[src/rtl/bcd_to_bin_seq.sv]
// ============================================================================
// bcd_to_bin_seq : sequential BCD-to-binary converter (reverse double-dabble),
//                  one iteration per clock, start/busy/done handshake.
// Optional digit-legality check: define BCD2BIN_DIGIT_CHECK_EN.
// Revision: 1.0
// ============================================================================
`default_nettype none

module bcd_to_bin_seq #(
  parameter int DIGITS = 4,
  parameter int BIN_W  = 14
) (
  input  logic                  clk,
  input  logic                  rst_n,
  input  logic                  start,
  input  logic [4*DIGITS-1:0]   bcd,
  output logic                  busy,
  output logic                  done,
  output logic [BIN_W-1:0]      bin,
  output logic                  err
);

  localparam int c_BCD_W = 4 * DIGITS;
  localparam int c_SR_W  = c_BCD_W + BIN_W;
  localparam int c_CNT_W = $clog2(BIN_W + 1);

  typedef enum logic [1:0] {
    S_IDLE = 2'd0,
    S_CONV = 2'd1,
    S_REJ  = 2'd2
  } state_t;

  state_t              state_q;
  logic [c_SR_W-1:0]   sr_q;
  logic [c_SR_W-1:0]   sr_shift;
  logic [c_SR_W-1:0]   sr_d;
  logic [c_CNT_W-1:0]  cnt_q;
  logic                busy_q;
  logic                done_q;
  logic [BIN_W-1:0]    bin_q;
  logic                err_q;
  logic                bad_digit;

  // One iteration: shift right, then pull every BCD nibble >= 8 back by 3.
  assign sr_shift           = sr_q >> 1;
  assign sr_d[BIN_W-1:0]    = sr_shift[BIN_W-1:0];

  for (genvar gi = 0; gi < DIGITS; gi++) begin : g_nib
    logic [3:0] nib;
    assign nib                     = sr_shift[BIN_W+4*gi +: 4];
    assign sr_d[BIN_W+4*gi +: 4]   = (nib >= 4'd8) ? (nib - 4'd3) : nib;
  end

`ifdef BCD2BIN_DIGIT_CHECK_EN
  logic [DIGITS-1:0] digit_bad;
  for (genvar gd = 0; gd < DIGITS; gd++) begin : g_chk
    assign digit_bad[gd] = (bcd[4*gd +: 4] > 4'd9);
  end
  assign bad_digit = |digit_bad;
`else
  assign bad_digit = 1'b0;
`endif

  always_ff @(posedge clk or negedge rst_n) begin
    if (!rst_n) begin
      state_q <= S_IDLE;
      sr_q    <= '0;
      cnt_q   <= '0;
      busy_q  <= 1'b0;
      done_q  <= 1'b0;
      bin_q   <= '0;
      err_q   <= 1'b0;
    end else begin
      done_q <= 1'b0;
      case (state_q)
        S_IDLE: begin
          if (start && bad_digit) begin
            state_q <= S_REJ;
          end else if (start) begin
            sr_q    <= {bcd, {BIN_W{1'b0}}};
            cnt_q   <= '0;
            busy_q  <= 1'b1;
            state_q <= S_CONV;
          end
        end
        S_CONV: begin
          sr_q  <= sr_d;
          cnt_q <= cnt_q + 1'b1;
          if (cnt_q == c_CNT_W'(BIN_W - 1)) begin
            bin_q   <= sr_d[BIN_W-1:0];
            err_q   <= 1'b0;
            done_q  <= 1'b1;
            busy_q  <= 1'b0;
            state_q <= S_IDLE;
          end
        end
        S_REJ: begin
          // Rejection completes one edge after the start; bin is left alone.
          done_q  <= 1'b1;
          err_q   <= 1'b1;
          state_q <= S_IDLE;
        end
        default: state_q <= S_IDLE;
      endcase
    end
  end

  assign busy = busy_q;
  assign done = done_q;
  assign bin  = bin_q;
  assign err  = err_q;

endmodule

`default_nettype wire

[config.mk]
export PLATFORM = sky130hd
export DESIGN_NAME = bcd_to_bin_seq
export DESIGN_NICKNAME = d
export VERILOG_FILES = /design/src/rtl/bcd_to_bin_seq.sv
export SDC_FILE = /design/constraint.sdc
export NUM_CORES = 1
export LEC_CHECK = 0
export CAP_MARGIN = 15
export CELL_PAD_IN_SITES_DETAIL_PLACEMENT = 1
export CELL_PAD_IN_SITES_GLOBAL_PLACEMENT = 2
export CORE_MARGIN = 3
export CORE_UTILIZATION = 33
export DETAILED_ROUTE_END_ITERATION = 6
export PLACE_DENSITY_LB_ADDON = 0.1
export SYNTH_ARGS = -nofsm -noshare
export SYNTH_HDL_FRONTEND = slang
export SYNTH_SLANG_ARGS = --single-unit
[constraint.sdc]
create_clock -name clk -period 1.6 [get_ports clk]
set_input_delay 0.32 -clock clk [delete_from_list [all_inputs] [get_ports clk]]
set_output_delay 0.32 -clock clk [all_outputs]
set_load 0.02 [all_outputs]
### Yosys cells after proc, flatten, opt, wreduce, memory -nomap -nowiden

Cells that the tools add are included.

| word-level totals | value |
|---|---|
| output and inout bits | 17 |
| input bits | 19 |
| register bits | 53 |

| operators by class | value |
|---|---|
| reductions and logical operators | 8 |
| equality and inequality tests | 5 |
| $add $sub $neg | 5 |
| $lt $le $gt $ge | 4 |
| mux-type cells | 17 |

Operators by type and width:

| kind | number |
|---|---|
| one-hot mux 30 bit (2 select lines) | 1 |
| two-way mux 30 bit | 1 |
| two-way mux 4 bit | 5 |
| >= comparator 4 bit, second input constant | 3 |
| subtractor 4 x 2 -> 4 bit, second input constant | 3 |
| one-hot mux 4 bit (2 select lines) | 1 |
| AND reduction 2 bit | 4 |
| one-hot mux 1 bit (2 select lines) | 3 |
| adder 4 x 1 -> 4 bit, second input constant | 1 |
| equality test 4 bit, second input constant | 1 |
| >= comparator 3 x 4 -> 1 bit, second input constant | 1 |
| two-way mux 2 bit | 2 |
| inequality test 2 bit, second input constant | 2 |
| one-hot mux 2 bit (2 select lines) | 1 |
| nonzero test 2 bit | 2 |
| subtractor 3 x 2 -> 4 bit, second input constant | 1 |
| two-way mux 1 bit | 3 |
| AND reduction 3 bit | 1 |
| equality test 2 x 1 -> 1 bit, second input constant | 1 |
| equality test 2 bit, second input constant | 1 |
| zero test 2 bit | 1 |

### Logic depth before layout (Yosys ltp)

| depth | value |
|---|---|
| depth after elaboration | 3 |
| mapped depth | 7 |
| gate-level depth less buffers | 6 |

### Worst setup path before layout

Ideal clock, no wire load.

| timing path | value |
|---|---|
| kind | register to register |
| from | reg cnt_q[1] |
| to | reg bin_q[12] (netlist: bin[12]) |
| required time | 1.484 ns |
| arrival time | 1.062 ns |
| library setup time | 0.116 ns |
| period minus slack after synthesis | 1.178 ns |
| setup slack | 0.422 ns |
| cell stages (with the launch flop) | 7 |
| cell sequence | dfrtp_1 > inv_1 > ha_1 > nand4_4 > buf_2 > nand2_1 > nand2_1 |

| between the ends | value |
|---|---|
| longest elaborated chain between the ends | 2 |

RTL lines:

| item | RTL line | source |
|---|---|---|
| start: declaration | 37 | `logic [c_CNT_W-1:0] cnt_q;` |
| start signal: assignment | 88 | `cnt_q <= cnt_q + 1'b1;` |
| equality test 4 bit | 89 | `if (cnt_q == c_CNT_W'(BIN_W - 1)) begin` |
| AND reduction 2 bit (no line) | -- |  |
| end signal: assignment | 90 | `bin_q <= sr_d[BIN_W-1:0];` |
| end: declaration | 40 | `logic [BIN_W-1:0] bin_q;` |

No other way between the ends.
A chain may end at the register's enable or synchronous reset.

### Worst setup path after layout

| timing path | value |
|---|---|
| from | reg bin_q[4] (netlist: bin[4]) |
| to | out bin[4] |

RTL lines:

| item | RTL line | source |
|---|---|---|
| end: declaration | 19 | `output logic [BIN_W-1:0] bin,` |

No word-level cell between the ends.

==> impl_metrics.toml <==
[power]
leakagePower_nw = 1.44
powerDensity_nw_per_um2 = 1720
power_mw = 4.97
irDropWorstVdd_mv = 0.513

[timing]
timing.setup.tns_ps = 0
final.period_utilization = 0.979
finClkSkew_ps = 5.86
rsz0062_at_grt = "false"
timing.final.ws_setup_ps = 34.1
setup_violations = 0
fmax_mhz = 639
finalHoldViolCount = 0
period_needed_ps = 1570
drv_slew = 0

[cells_and_area]
n_antenna_cell = 0
fin_area_sq_um = 2890
layout.nets = 294
stdcell_count = 361
drive_gt1_frac = 0.0672
syn_to_final_growth_pct = 24.1

[setup_path]
reg2reg_depth = 6
setup.worst_path.start = "bin[4]"
path_max_fanout = 2
startpoint_type = "register"
required_ps = 1280
cp.arrival_ps = 1250
max_stage_delay_ps = 600
crit_cells = 1
crit_type = "reg2out"
crit_chain = "clkdlybuf4s50_1"
cp-end-kind = "output pin"
critPathBufInv = 1
rr_startpoint = "cnt_q[1]"
cpLargestDelayFamily = "buffers and inverters"
slowest_stage = "clkdlybuf4s50_1"

[yosys]
async_flop_share = 1.00
syn_area_sq_um = 2330
yosys_register_bits = 49
synth_edf_count = 0
ys_warn_count = 0
synth_fp_nets = 260
yosysMostFrequentCell = "nand2_1"
yosys-top-cells-count = "63 x nand2_1, 49 x dfrtp_1, 19 x o21ai_0"
synth_cells = 233
ys.flop_type = "dfrtp_1"
synth-seq-area-share = 0.527
yosysTopAreaCell = "dfrtp_1"
syn_area_per_cell_sq_um = 9.99
ys_top_cells_by_area = "dfrtp_1 53%, nand2_1 10%, mux2i_1 6.0%, ha_1 4.3%, o21ai_0 4.1%"
yosys.area.top_type_share = 0.527
ys_types = 25

[clock_network]
tritoncts = "yes"
numCtsBuffers = 5
clockRootBuffer = "clkbuf_8"
clockBufferDepth = 2
cts_sinks = 49
htree_levels = 2
clock_latency_ps = 290
cts.clk_slew.worst_paths_ps = 90

[drt]
drt_drc_violations_left = 0
vias = 1661
firstDrtPassIters = 5
ant_nets = 0
drt-wirelength-per-cell_microns = 12.8
first_iter_violations = 52
vias_per_cell = 4.60
wl_microns = 4610

[floorplanning]
die_x_microns = 90.0
fp.coreArea_sq_um = 6600
row_count = 29
die_h_microns = 90.0
die_area_sq_um = 8100
io_pins = 36
initial_core_util = 0.352

[placed_design]
port-buffer-count = 34
dp_cells = 352
dp_hpwl_microns = 3170
gp_congestion = 0.732
dpl_cell_area_sq_um = 2750
dp_slack_ps = 67.7

[global_route]
grt-ovfl-total = 0
grt_pass1_vias = 1718
grt_max_degree = 64
track_usage = 0.122
grt_pass1_wl_microns = 8250
antenna_found_initial = 0

[hold_path]
hold_depth = 2
hp-class = "reg2reg"
hp-start = "bin[6]"

[status]
status = "finished, final reports clean"

[run]
cap_violations = 0
## worst paths after layout
kind                       slack [ps]      to
max                                30  bin[4]
min                               470  bin[6]
max reg2reg                       250  bin[0]
min reg2reg                       470  bin[6]
max in group asynchronous         740    busy
min in group asynchronous         530    done
## what timing repair did
action                                  CTS  global route
gates resized for setup                   5             7
endpoints found under the setup margin    5             7
endpoints found under the hold margin     8             0
hold buffers                              1             0
buffers inserted                          0             0
## metrics by stage
stage / hold slack, ps / utilization
after floorplan: 24.4 / -
after global placement: 331 / 0.416
after detailed placement: 324 / 0.416
after CTS: 484 / 0.435
after global routing: 502 / 0.437
final: 472 / 0.437
## worst min-delay path, cell delays in order (launching register included)
cell,delay (ps)
dfrtp_1,350
nand2_1,50
nand2_1,50
## area by class of cell
cell class | instances | area, sq um
clock buffer | 7 | 86.3
clock inverter | 1 | 30.0
sequential | 49 | 1230
inverter | 8 | 32.5
tap | 93 | 116
timing repair buffer | 41 | 427
fill | 757 | 3720
multi-input combinational | 162 | 968
## placed cells by master (no fill, tap or decap), types with 2 or more instances in the layout
cell             count
a211oi_1             6
a21oi_1              9
a22o_1               3
buf_12               2
buf_4                4
clkbuf_8             6
clkdlybuf4s50_1     21
dfrtp_1             48
dlygate4sd2_1        5
dlymetal6s2s_1       7
ha_1                 8
inv_1                7
mux2i_1             14
nand2_1             63
nand2b_1            13
nor2_1               2
nor2b_1             10
o21ai_0             19
o22ai_1              3
xnor2_1              4
xor2_1               3
## sequential cells by signal, indices dropped and copies added (netlist names)
name and cells:
cnt_q 4, bin 14, sr_q 29, busy 1
done 1
## power by group
group          internal (mW)  switching [mW]  leakage [nW]
Sequential              1.77           0.447         0.621
Combinational          0.889           0.954         0.764
Clock                  0.510           0.404        0.0585
## per-layer routing
layer | routed length (microns) | GRT usage | vias to the layer above
met5 | 0 | 0 | -
met4 | 49 | 0.0306 | 0
met3 | 194 | 0.0275 | 5
met2 | 2150 | 0.203 | 35
met1 | 2220 | 0.162 | 796
li1 | - | - | 825
## cells by family after synthesis
| family | Yosys count | share of synthesized area |
|---|---|---|
| flops | 49 | 0.527 |
| compound gates | 41 | 0.102 |
| mux | 14 | 0.0602 |
| xor+xnor | 7 | 0.0263 |
| other cells | 1 | 0.00161 |
| buf+inv | 22 | 0.0570 |
| fa+ha+maj | 8 | 0.0430 |
| simple gates | 91 | 0.183 |
(Power assumes the default switching activity.)
